## config.mk

```make
export PLATFORM = sky130hd
export DESIGN_NAME = pal_csync_gen_flat
export DESIGN_NICKNAME = d
export VERILOG_FILES = /design/src/rtl/pal_timing_pkg.sv /design/src/rtl/pal_csync_gen_if.sv /design/src/rtl/pal_halfline_decode.sv /design/src/rtl/pal_csync_gen.sv /design/src/flat_wrapper.sv
export SDC_FILE = /design/constraint.sdc
export NUM_CORES = 1
export LEC_CHECK = 0
export CAP_MARGIN = 20
export CORE_MARGIN = 8
export CORE_UTILIZATION = 55
export DETAILED_ROUTE_END_ITERATION = 10
export PLACE_DENSITY = 0.79
export SLEW_MARGIN = 20
export SYNTH_ARGS = -nofsm -noshare
export SYNTH_HDL_FRONTEND = slang
export SYNTH_SLANG_ARGS = --single-unit
```

## constraint.sdc

```tcl
create_clock -name sysClock -period 7.6 [get_ports sysClock]
set_clock_uncertainty 0.05 [all_clocks]
set_input_delay 1.9 -clock sysClock [delete_from_list [all_inputs] [get_ports sysClock]]
set_output_delay 1.9 -clock sysClock [all_outputs]
set_load 0.05 [all_outputs]
```

## src/rtl/pal_timing_pkg.sv

```systemverilog
// Shared PAL 625/50 timing vocabulary: half-line pulse types, line boundaries
// of the vertical interval and the active-line windows of both fields.
package pal_timing_pkg;

   typedef enum logic [1:0] {
      PULSE_NONE  = 2'd0,
      PULSE_HSYNC = 2'd1,
      PULSE_EQ    = 2'd2,
      PULSE_BROAD = 2'd3
   } pulse_t;

   // Last line of each run of identical half-line pairs in the sync map
   localparam logic [9:0] LINE_FIRST          = 10'd1;
   localparam logic [9:0] LINE_BROAD_A_END    = 10'd3;
   localparam logic [9:0] LINE_PRE_EQ_END     = 10'd5;
   localparam logic [9:0] LINE_F1_VIDEO_END   = 10'd310;
   localparam logic [9:0] LINE_F2_START       = 10'd313;
   localparam logic [9:0] LINE_F2_POST_EQ_END = 10'd318;
   localparam logic [9:0] LINE_F2_VIDEO_END   = 10'd623;
   localparam logic [9:0] LINE_LAST           = 10'd625;

   localparam logic [9:0] ACT_F1_FIRST = 10'd23;
   localparam logic [9:0] ACT_F1_LAST  = 10'd310;
   localparam logic [9:0] ACT_F2_FIRST = 10'd336;
   localparam logic [9:0] ACT_F2_LAST  = 10'd622;

   function automatic logic in_range(input logic [9:0] v, input logic [9:0] lo,
                                     input logic [9:0] hi);
      return (v >= lo) && (v <= hi);
   endfunction

endpackage

```

## src/rtl/pal_csync_gen_if.sv

```systemverilog
// Video timing bundle between the sync generator (master) and its consumers.
interface pal_csync_gen_if;
   logic       pixelEn;
   logic       resyncStrobe;
   logic       csync;
   logic       hsync;
   logic       vsync;
   logic       field;
   logic [9:0] lineNum;
   logic [9:0] sampleNum;
   logic       activeVideo;

   modport master (
      input  pixelEn, resyncStrobe,
      output csync, hsync, vsync, field, lineNum, sampleNum, activeVideo
   );

   modport slave (
      output pixelEn, resyncStrobe,
      input  csync, hsync, vsync, field, lineNum, sampleNum, activeVideo
   );
endinterface

```

## src/rtl/pal_halfline_decode.sv

```systemverilog
// Maps a line number and half-line select onto the sync pulse carried by that
// half-line of the 625-line interlaced frame.
module pal_halfline_decode
   import pal_timing_pkg::*;
(
   input  logic [9:0] line_i,
   input  logic       half_b_i,
   output pulse_t     pulse_o
);

   // Half A carries line sync or the vertical-interval pulse; half B only the latter
   always_comb begin
      pulse_o = PULSE_NONE;
      if (!half_b_i) begin
         if (line_i <= LINE_BROAD_A_END)                   pulse_o = PULSE_BROAD;
         else if (line_i <= LINE_PRE_EQ_END)               pulse_o = PULSE_EQ;
         else if (line_i <= LINE_F1_VIDEO_END)             pulse_o = PULSE_HSYNC;
         else if (line_i <= LINE_F2_START)                 pulse_o = PULSE_EQ;
         else if (line_i <= LINE_F2_START + 10'd2)         pulse_o = PULSE_BROAD;
         else if (line_i <= LINE_F2_POST_EQ_END)           pulse_o = PULSE_EQ;
         else if (line_i <= LINE_F2_VIDEO_END)             pulse_o = PULSE_HSYNC;
         else                                              pulse_o = PULSE_EQ;
      end else begin
         if (line_i < LINE_BROAD_A_END)                    pulse_o = PULSE_BROAD;
         else if (line_i <= LINE_PRE_EQ_END)               pulse_o = PULSE_EQ;
         else if (line_i <= LINE_F1_VIDEO_END)             pulse_o = PULSE_NONE;
         else if (line_i < LINE_F2_START)                  pulse_o = PULSE_EQ;
         else if (line_i <= LINE_F2_START + 10'd2)         pulse_o = PULSE_BROAD;
         else if (line_i < LINE_F2_POST_EQ_END)            pulse_o = PULSE_EQ;
         else if (line_i < LINE_F2_VIDEO_END)              pulse_o = PULSE_NONE;
         else                                              pulse_o = PULSE_EQ;
      end
   end

endmodule

```

## src/rtl/pal_csync_gen.sv

```systemverilog
// PAL 625-line interlaced composite sync generator with line/field timing,
// phase-lockable to an external frame start through resyncStrobe.
module pal_csync_gen
   import pal_timing_pkg::*;
#(
   parameter int H_TOTAL   = 864,
   parameter int HSYNC_LEN = 63,
   parameter int EQ_LEN    = 32,
   parameter int BROAD_LEN = 369,
   parameter int ACT_START = 132,
   parameter int ACT_LEN   = 720
) (
   input logic             sysClock,
   input logic             nReset,
   pal_csync_gen_if.master vid
);

   localparam logic [9:0] H_LAST    = 10'(H_TOTAL - 1);
   localparam logic [9:0] H_HALF    = 10'(H_TOTAL / 2);
   localparam logic [9:0] HS_W      = 10'(HSYNC_LEN);
   localparam logic [9:0] EQ_W      = 10'(EQ_LEN);
   localparam logic [9:0] BR_W      = 10'(BROAD_LEN);
   localparam logic [9:0] ACT_FIRST = 10'(ACT_START);
   localparam logic [9:0] ACT_LAST  = 10'(ACT_START + ACT_LEN - 1);

   logic [9:0] line_q, line_d, sample_q, sample_d;
   logic       pend_q, pend_d;
   logic       csync_q, csync_d, hsync_q, hsync_d, vsync_q, vsync_d;
   logic       field_q, field_d, active_q, active_d;
   logic       half_b_s;
   logic [9:0] offset_s, pulse_len_s;
   pulse_t     pulse_s;

   // Counter advance; a pending or same-edge resync overrides the normal wrap
   always_comb begin
      line_d   = line_q;
      sample_d = sample_q;
      pend_d   = pend_q | vid.resyncStrobe;
      if (vid.pixelEn) begin
         pend_d = 1'b0;
         if (pend_q | vid.resyncStrobe) begin
            line_d   = LINE_FIRST;
            sample_d = 10'd0;
         end else if (sample_q == H_LAST) begin
            sample_d = 10'd0;
            if (line_q == LINE_LAST) begin
               line_d = LINE_FIRST;
            end else begin
               line_d = line_q + 10'd1;
            end
         end else begin
            sample_d = sample_q + 10'd1;
         end
      end else begin
         pend_d = pend_q | vid.resyncStrobe;
      end
   end

   assign half_b_s = (sample_d >= H_HALF);
   assign offset_s = half_b_s ? (sample_d - H_HALF) : sample_d;

   pal_halfline_decode u_decode (
      .line_i   (line_d),
      .half_b_i (half_b_s),
      .pulse_o  (pulse_s)
   );

   // Outputs are decoded from the sample being loaded so they carry no extra latency
   always_comb begin
      case (pulse_s)
         PULSE_HSYNC: pulse_len_s = HS_W;
         PULSE_EQ:    pulse_len_s = EQ_W;
         PULSE_BROAD: pulse_len_s = BR_W;
         default:     pulse_len_s = 10'd0;
      endcase
      csync_d  = (offset_s < pulse_len_s) ? 1'b0 : 1'b1;
      hsync_d  = (sample_d == 10'd0);
      vsync_d  = (line_d <= LINE_PRE_EQ_END) ||
                 in_range(line_d, LINE_F2_START, LINE_F2_START + 10'd4);
      field_d  = (line_d >= LINE_F2_START);
      active_d = in_range(sample_d, ACT_FIRST, ACT_LAST) &&
                 (in_range(line_d, ACT_F1_FIRST, ACT_F1_LAST) ||
                  in_range(line_d, ACT_F2_FIRST, ACT_F2_LAST));
   end

   // State and output registers; reset parks the counters one sample before frame start
   always_ff @(posedge sysClock or negedge nReset) begin
      if (!nReset) begin
         line_q   <= LINE_LAST;
         sample_q <= H_LAST;
         pend_q   <= 1'b0;
         csync_q  <= 1'b1;
         hsync_q  <= 1'b0;
         vsync_q  <= 1'b0;
         field_q  <= 1'b1;
         active_q <= 1'b0;
      end else begin
         line_q   <= line_d;
         sample_q <= sample_d;
         pend_q   <= pend_d;
         if (vid.pixelEn) begin
            csync_q  <= csync_d;
            hsync_q  <= hsync_d;
            vsync_q  <= vsync_d;
            field_q  <= field_d;
            active_q <= active_d;
         end
      end
   end

   assign vid.csync       = csync_q;
   assign vid.hsync       = hsync_q;
   assign vid.vsync       = vsync_q;
   assign vid.field       = field_q;
   assign vid.activeVideo = active_q;
   assign vid.lineNum     = line_q;
   assign vid.sampleNum   = sample_q;

endmodule

```

## src/flat_wrapper.sv

```systemverilog
// flat-port wrapper written by rule: the top's interface ports become plain ports
module pal_csync_gen_flat import pal_timing_pkg::*;
#(
   parameter int H_TOTAL   = 864,
   parameter int HSYNC_LEN = 63,
   parameter int EQ_LEN    = 32,
   parameter int BROAD_LEN = 369,
   parameter int ACT_START = 132,
   parameter int ACT_LEN   = 720
)
  (sysClock, nReset, vid_pixelEn, vid_resyncStrobe, vid_csync, vid_hsync, vid_vsync, vid_field, vid_lineNum, vid_sampleNum, vid_activeVideo);
  pal_csync_gen_if vid_i ();
  input logic sysClock;
  input logic nReset;
  input wire logic [$bits(vid_i.pixelEn)-1:0] vid_pixelEn;
  input wire logic [$bits(vid_i.resyncStrobe)-1:0] vid_resyncStrobe;
  output wire logic [$bits(vid_i.csync)-1:0] vid_csync;
  output wire logic [$bits(vid_i.hsync)-1:0] vid_hsync;
  output wire logic [$bits(vid_i.vsync)-1:0] vid_vsync;
  output wire logic [$bits(vid_i.field)-1:0] vid_field;
  output wire logic [$bits(vid_i.lineNum)-1:0] vid_lineNum;
  output wire logic [$bits(vid_i.sampleNum)-1:0] vid_sampleNum;
  output wire logic [$bits(vid_i.activeVideo)-1:0] vid_activeVideo;
  assign vid_i.pixelEn = vid_pixelEn;
  assign vid_i.resyncStrobe = vid_resyncStrobe;
  assign vid_csync = vid_i.csync;
  assign vid_hsync = vid_i.hsync;
  assign vid_vsync = vid_i.vsync;
  assign vid_field = vid_i.field;
  assign vid_lineNum = vid_i.lineNum;
  assign vid_sampleNum = vid_i.sampleNum;
  assign vid_activeVideo = vid_i.activeVideo;
  pal_csync_gen #(.H_TOTAL(H_TOTAL), .HSYNC_LEN(HSYNC_LEN), .EQ_LEN(EQ_LEN), .BROAD_LEN(BROAD_LEN), .ACT_START(ACT_START), .ACT_LEN(ACT_LEN)) u_core (.sysClock(sysClock), .nReset(nReset), .vid(vid_i));
endmodule
```

# --- Word level (Yosys, flattened, before mapping) ---
# Index checks and enable logic that the tools add are counted.
# Widths: inputs -> output; s select.
totals:
  word_cells: 71
  latchBits: 0
  romBits: 0
  out_inout_bits: 25
  register_bits: 26
  inputBits: 4
  mem_count: 0
  ramBits: 0
classes:
  muxes: 26
  n_mul: 0
  n_lt_le_gt_ge: 20
  div: 0
  eq_ne: 5
  n_shift: 0
  n_reduce_logical: 8
  bitwise_logic: 1
  add_sub_neg: 3
op_table:
  columns: ["op", "n"]
  rows:
  - ["$mux 10", 8]
  - ["$le 10x9->1 const B", 5]
  - ["$ge 10x9->1 const B", 3]
  - ["$le 10x10->1 const B", 3]
  - ["$mux 2", 15]
  - ["$pmux 9 s3", 1]
  - ["$add 10x1->10 const B", 2]
  - ["$eq 10x10->1 const B", 2]
  - ["$lt 10x9->1 const B", 2]
  - ["$ge 10x5->1 const B", 1]
  - ["$ge 10x8->1 const B", 1]
  - ["$le 10x2->1 const B", 1]
  - ["$le 10x3->1 const B", 1]
  - ["$logic_not 10->1", 1]
  - ["$lt 10x10->1 const B", 1]
  - ["$lt 10x2->1 const B", 1]
  - ["$lt 10x9->1", 1]
  - ["$sub 10x9->10 const B", 1]
  - ["$logic_and 1x1->1", 5]
  - ["$eq 2x2->1 const B", 2]
  - ["$eq 2x1->1 const B", 1]
  - ["$logic_or 1x1->1", 2]
  - ["$mux 1", 2]
  - ["$or 1x1->1", 1]

# --- Longest topological paths before layout ---
depth:
  ltp_word: 18
  ltp_mapped: 21
  ltp_nobuf: 21

# --- Modules after synthesis ---
# A second synthesis with hierarchy kept.
unflattened:
  hier_cells: 283
  hier_area_um2: 2332.2
by_module_without_submodules:
  columns: ["mod", "instances", "seq_area_each_um2", "area_each_um2", "cells_per_inst"]
  rows:
  - ["pal_csync_gen", 1, 669.4, 2093.3, 248]
  - ["pal_halfline_decode", 1, 0.0, 239.0, 35]

# --- Worst setup path after synthesis ---
# OpenSTA, ideal clock, no wires.
synth_path:
  path_type: "input to register"
  startpoint: "input vid_pixelEn"
  endpoint: "register u_core.csync_q (netlist: u_core.vid.csync)"
  n_path_buf: 1
  arrival_time_ns: 5.710
  path_slack_ns: 1.744
  stages: 17
  setup_ns: 0.096
  path_cell_list: "clkbuf_1 > nand4_1 > nor4_1 > xor2_1 > nand2_1 > or4_4 > a21o_1 > nand2_1 > nand3_1 > ha_1 > a21o_1 > a21o_1 > a21oi_1 > and4b_1 > o41ai_1 > o41a_1 > a31oi_1"
synth_between:
  elab_chain_cells: 14
synth_lines:
  columns: ["element", "line", "rtl"]
  rows:
  - ["from (decl)", "flat_wrapper.sv:15", "input wire logic [$bits(vid_i.pixelEn)-1:0] vid_pixelEn;"]
  - ["$mux 10", "pal_csync_gen.sv:39", "if (vid.pixelEn) begin"]
  - ["$le 10x10->1 or $lt 10x10->1 (tied branches)", "pal_halfline_decode.sv:21, pal_halfline_decode.sv:30", null]
  - ["$mux 2, on equally long branches", "pal_halfline_decode.sv:21, pal_halfline_decode.sv:30", null]
  - ["$mux 2, on equally long branches", "pal_halfline_decode.sv:20, pal_halfline_decode.sv:29", null]
  - ["$mux 2, on equally long branches", "pal_halfline_decode.sv:19, pal_halfline_decode.sv:28", null]
  - ["$mux 2, on equally long branches", "pal_halfline_decode.sv:18, pal_halfline_decode.sv:27", null]
  - ["$mux 2, on equally long branches", "pal_halfline_decode.sv:17, pal_halfline_decode.sv:26", null]
  - ["$mux 2, on equally long branches", "pal_halfline_decode.sv:16, pal_halfline_decode.sv:25", null]
  - ["$mux 2, on equally long branches", "pal_halfline_decode.sv:15, pal_halfline_decode.sv:24", null]
  - ["$mux 2", "pal_halfline_decode.sv:14", "if (!half_b_i) begin"]
  - ["$eq 2x2->1 or $eq 2x1->1 (tied branches)", "pal_csync_gen.sv:70", "case (pulse_s)"]
  - ["$pmux 9 s3", "pal_csync_gen.sv:70", null]
  - ["$lt 10x9->1", "pal_csync_gen.sv:76", "csync_d = (offset_s < pulse_len_s) ? 1'b0 : 1'b1;"]
  - ["$mux 1", "pal_csync_gen.sv:76", null]
  - ["to (signal assigned)", "pal_csync_gen.sv:102", "csync_q <= csync_d;"]
  - ["to (decl)", "pal_csync_gen.sv:28", "logic csync_q, csync_d, hsync_q, hsync_d, vsync_q, vsync_d;"]
# Several ways; a longest one is shown, not always the timed one.
# A chain may end at the register's enable or synchronous reset.

# --- Worst setup path after layout ---
# Ends and elaborated chain as after synthesis.

==> summary.md <==
| Metric | Value |
|---|---|
| Share of final-layout standard cells stronger than drive strength 1 | `16.2%` |
| Clock group share of total power | `30.2%` |
| Crit path required time | `7.75 ns` |
| Final Cycle Share | `87.5%` |
| IO Count | `29` |
| Estimated wirelength of the detail-placed design | `5080 µm` |
| Crit Path Category | `input pin to register` |
| Number of remaining DRC errors | `0` |
| Wire length of the first global-routing pass | `11,400 µm` |
| Placed standard-cell area | `0.00271 mm²` |
| Core Footprint | `0.00426 mm²` |
| # port buffers | `28` |
| Synth Cell Area | `0.00237 mm²` |
| Data arrival at the endpoint of the critical path | `6.79 ns` |
| Worst-margin pin slew | `0.592 ns` |
| Global-route total usage across every layer | `21.6%` |
| Clock latency at the later pin of the worst-skew pair | `0.28 ns` |
| Nets | `333` |
| Maximum number of pins on one net before global-route repair | `27` |
| Headroom to the max-slew limit | `60.2%` |
| CTS sink count | `26` |
| TNS Setup | `0 ns` |
| Final setup violation count | `0` |
| YS warnings | `0` |
| Internal | `0.197 mW` |
| Number of buffers and inverters on the critical path | `1` |
| Post-route non-filler standard cell count | `366` |
| Maximum clock rate | `150 MHz` |
| Via density per instance | `6.40` |
| Cell chosen for the clock root | `sky130_fd_sc_hd__clkbuf_8` |
| Initial cell density of the core | `55.6%` |
| Number of setup buffers added after CTS | `0` |
| Die Y | `81.6 µm` |
| Share of total power in combinational logic | `16.4%` |
| Register share of total power | `53.4%` |
| Post-Syn Instances | `287` |
| Area growth, synth to finish | `16.4%` |
| Nature of the critical path startpoint | `input pin` |
| Outcome | `finished, final reports clean` |
| Number of enable flip-flop cells after synthesis | `0` |
| Largest driver fanout on the critical path | `11` |
| Finished layout cell area | `0.00276 mm²` |
| Number of cells in the design after placement | `362` |
| Share of flip-flops with an asynchronous set or reset after synthesis | `100%` |
| Initial antenna violation count | `0` |
| Minimum setup slack in the final design | `0.952 ns` |
| Number of cells upsized or downsized after cts | `0` |
| Top flip-flop cell by instance count after synthesis | `sky130_fd_sc_hd__dfstp_2` |
| Final-report hold violation count | `0` |
| Clock Tree Buf Depth | `2` |
| Remaining number of nets flagged by the antenna check after routing | `0` |
| Number of detailed-routing iterations run before antenna repair | `4` |
| Flip-flop and latch count after synthesis | `26` |
| Synthesized net count | `305` |
| Sw power | `0.0812 mW` |
| Count of inserted antenna diode cells | `0` |
| Via count of the first global-routing pass | `2,191` |
| Max rail drop VDD | `0.0000618 V` |
| Hold Buf Count CTS | `0` |
| RD Place Congestion | `1.07` |
| Yosys cell types | `75` |
| Worst slack, placed | `0.710 ns` |
| Clock tree from TritonCTS | `done` |
| DR WL/cell | `18.7 µm` |
| Leakage power figure | `1.11 nW` |
| Sw Share | `29.2%` |
| Worst hold path class | `register to register` |
| Most common cell type on the critical path | `sky130_fd_sc_hd__a21o_1` |
| Synthesized area per cell | `8.26 µm²` |
| Slowest stage cell on the critical path | `sky130_fd_sc_hd__clkdlybuf4s50_1` |
| Final-report max-slew violation count | `0` |
| Unrepaired setup endpoints after global routing | `false` |
| CP max stage delay | `0.72 ns` |
| Cell-by-cell listing of the critical path | `clkdlybuf4s50_1 -> nand4_1 -> nor4_1 -> xor2_1 -> nand2_1 -> or4_4 -> a21o_1 -> nand2_1 -> nand3_1 -> ha_1 -> a21o_1 -> a21o_1 -> a21oi_1 -> and4b_1 -> o41ai_1 -> o41a_1 -> a31oi_1` |
| Cell Rows | `24` |
| Power per standard cell area | `101 mW/mm²` |
| Clock buffers created by TritonCTS | `3` |
| Overflow left after global routing | `0` |
| Time the worst path needs with I/O delays and setup | `6.65 ns` |
| Chip width | `81.6 µm` |
| Max Cap Violations | `0` |
| CP delay by family, top | `simple AND/OR/NAND/NOR gates` |
| Routed via count | `2,344` |
| Total power after layout | `0.278 mW` |
| DRC marker count from the first detailed-route iteration | `277` |
| Share of the yosys chip area belonging to registers | `28.2%` |
| CTS H-tree depth | `1` |
| Post-detailed-routing wire length | `6850 µm` |
| Critical Path End Type | `register` |
| Clock transition at the registers of the reported paths | `0.09 ns` |
| Die area | `0.00667 mm²` |
## cell usage after synthesis (2+ instances only)
| master | instances | share of area (%) |
|---|---|---|
| sky130_fd_sc_hd__a31o_2 | 3 | 1.1 |
| sky130_fd_sc_hd__o2bb2ai_1 | 2 | 0.74 |
| sky130_fd_sc_hd__dfstp_2 | 15 | 17 |
| sky130_fd_sc_hd__o21ai_0 | 11 | 2.3 |
| sky130_fd_sc_hd__o41ai_1 | 2 | 0.74 |
| sky130_fd_sc_hd__nor2b_1 | 2 | 0.53 |
| sky130_fd_sc_hd__buf_2 | 4 | 0.84 |
| sky130_fd_sc_hd__xor2_1 | 6 | 2.2 |
| sky130_fd_sc_hd__mux2_2 | 2 | 0.95 |
| sky130_fd_sc_hd__o31ai_1 | 5 | 1.6 |
| sky130_fd_sc_hd__a31oi_1 | 3 | 0.79 |
| sky130_fd_sc_hd__or3_1 | 2 | 0.53 |
| sky130_fd_sc_hd__clkbuf_1 | 6 | 0.95 |
| sky130_fd_sc_hd__nand2b_1 | 2 | 0.53 |
| sky130_fd_sc_hd__dfrtp_1 | 11 | 12 |
| sky130_fd_sc_hd__a21o_1 | 3 | 0.95 |
| sky130_fd_sc_hd__xnor2_1 | 4 | 1.5 |
| sky130_fd_sc_hd__inv_1 | 11 | 1.7 |
| sky130_fd_sc_hd__a21oi_1 | 14 | 3.0 |
| sky130_fd_sc_hd__and2_1 | 3 | 0.79 |
| sky130_fd_sc_hd__or2_2 | 4 | 1.1 |
| sky130_fd_sc_hd__mux2i_1 | 2 | 0.84 |
| sky130_fd_sc_hd__nand4_1 | 6 | 1.6 |
| sky130_fd_sc_hd__nand2_1 | 30 | 4.8 |
| sky130_fd_sc_hd__a211oi_1 | 3 | 0.95 |
| sky130_fd_sc_hd__nand3_1 | 14 | 3.0 |
| sky130_fd_sc_hd__and3_1 | 9 | 2.4 |
| sky130_fd_sc_hd__nand4b_1 | 2 | 0.74 |
| sky130_fd_sc_hd__nor4_1 | 5 | 1.3 |
| sky130_fd_sc_hd__ha_1 | 14 | 7.4 |
| sky130_fd_sc_hd__nor2_1 | 27 | 4.3 |
| sky130_fd_sc_hd__nor3_1 | 11 | 2.3 |
| sky130_fd_sc_hd__or4_1 | 2 | 0.63 |
| sky130_fd_sc_hd__o21a_1 | 4 | 1.3 |
| sky130_fd_sc_hd__a22o_1 | 3 | 1.1 |
## path summary, 6_finish.rpt
check | endpoint | cells past startpoint | slack (ns) | startpoint
min in group asynchronous | u_core.vid.lineNum[1] | 2 | 1.94 | nReset
max in group asynchronous | u_core.vid.sampleNum[3] | 2 | 5.25 | nReset
hold / removal | u_core.vid.field | 2 | 0.45 | u_core.vid.field
setup reg to reg | u_core.vid.csync | 19 | 2.00 | u_core.vid.sampleNum[0]
hold reg to reg | u_core.vid.field | 2 | 0.45 | u_core.vid.field
setup / recovery | u_core.vid.csync | 17 | 0.95 | vid_pixelEn
## through the flow
stage / util [%] / hold slack (ns)
6_report: 64.7 / 0.451
5_1_grt: 64.7 / 0.495
4_1_cts: 64.7 / 0.461
3_5_place_dp: 63.6 / 0.444
3_3_place_gp: 63.6 / 0.428
2_1_floorplan: - / 0.543
## worst reg2reg max path, cell delays in order (launching register included)
cell	delay, ns
sky130_fd_sc_hd__dfstp_2	0.63
sky130_fd_sc_hd__ha_1	0.36
sky130_fd_sc_hd__nand3_1	0.32
sky130_fd_sc_hd__nor3_2	0.52
sky130_fd_sc_hd__a21oi_1	0.21
sky130_fd_sc_hd__a21oi_4	0.26
sky130_fd_sc_hd__inv_2	0.08
sky130_fd_sc_hd__or3_4	0.42
sky130_fd_sc_hd__or4_4	0.50
sky130_fd_sc_hd__a21o_1	0.21
sky130_fd_sc_hd__nand2_1	0.12
sky130_fd_sc_hd__nand3_1	0.16
sky130_fd_sc_hd__ha_1	0.33
sky130_fd_sc_hd__a21o_1	0.16
sky130_fd_sc_hd__a21o_1	0.17
sky130_fd_sc_hd__a21oi_1	0.13
sky130_fd_sc_hd__and4b_1	0.20
sky130_fd_sc_hd__o41ai_1	0.45
sky130_fd_sc_hd__o41a_1	0.22
sky130_fd_sc_hd__a31oi_1	0.04
## sequential cells by signal (all words and copies together) (netlist names)
name	cells
u_core.vid.hsync	1
u_core.vid.field	1
u_core.vid.sampleNum	10
u_core.vid.csync	1
u_core.vid.vsync	1
u_core.pend_q	1
u_core.vid.lineNum	10
u_core.vid.activeVideo	1
## final cells by class
cell class | count | area (µm²)
clock buffer | 4 | 45.0
fill | 402 | 1510
inverter | 13 | 48.8
multi-input combinational | 237 | 1610
sequential | 26 | 669
tap | 52 | 65.1
timing repair buffer | 34 | 325
## placed cells by master, fill, tap and decap left out, drive strengths merged, types with 4 or more instances in the layout
master | synthesis | final
xnor2 | 4 | 4
ha | 14 | 14
nor4 | 7 | 7
nand3 | 14 | 14
o21ai | 13 | 13
dfrtp | 11 | 11
o21a | 4 | 4
clkbuf | 6 | 4
a21oi | 16 | 16
o31ai | 5 | 5
or2 | 4 | 4
buf | 5 | 6
xor2 | 6 | 6
dfstp | 15 | 15
nor3 | 12 | 12
inv | 12 | 12
clkdlybuf4s50 | 0 | 28
nand2 | 30 | 30
nand4 | 6 | 6
nor2 | 27 | 27
and3 | 10 | 10
a21o | 4 | 4
## cells by family after synthesis
group / count (synthesis) / synth area share, %
buffers and inverters: 24 / 4.01
adders and majority gates: 14 / 7.39
muxes: 4 / 1.80
and+or+nand+nor: 133 / 30.9
xor gates and xnor gates: 10 / 3.70
AOI/OAI and AO/OA: 76 / 24.0
DFF: 26 / 28.2
## power by group through the flow
stage / Sequential, mW / Clock (mW) / Combinational (mW)
floorplan: 0.160 / 0 / 0.0167
global placement: 0.151 / 0 / 0.0451
detailed placement: 0.151 / 0 / 0.0457
CTS: 0.148 / 0.0874 / 0.0457
global route: 0.149 / 0.0936 / 0.0488
finish: 0.148 / 0.0838 / 0.0455
## per-layer routing
metal | GRT usage [%] | vias to the layer above | routed length (µm)
li1 | - | 1135 | -
met1 | 31.1 | 1109 | 3080
met2 | 32.6 | 92 | 3160
met3 | 2.52 | 8 | 516
met4 | 7.54 | 0 | 91
met5 | 0 | - | 0
Power figures use the tool's default switching activity.
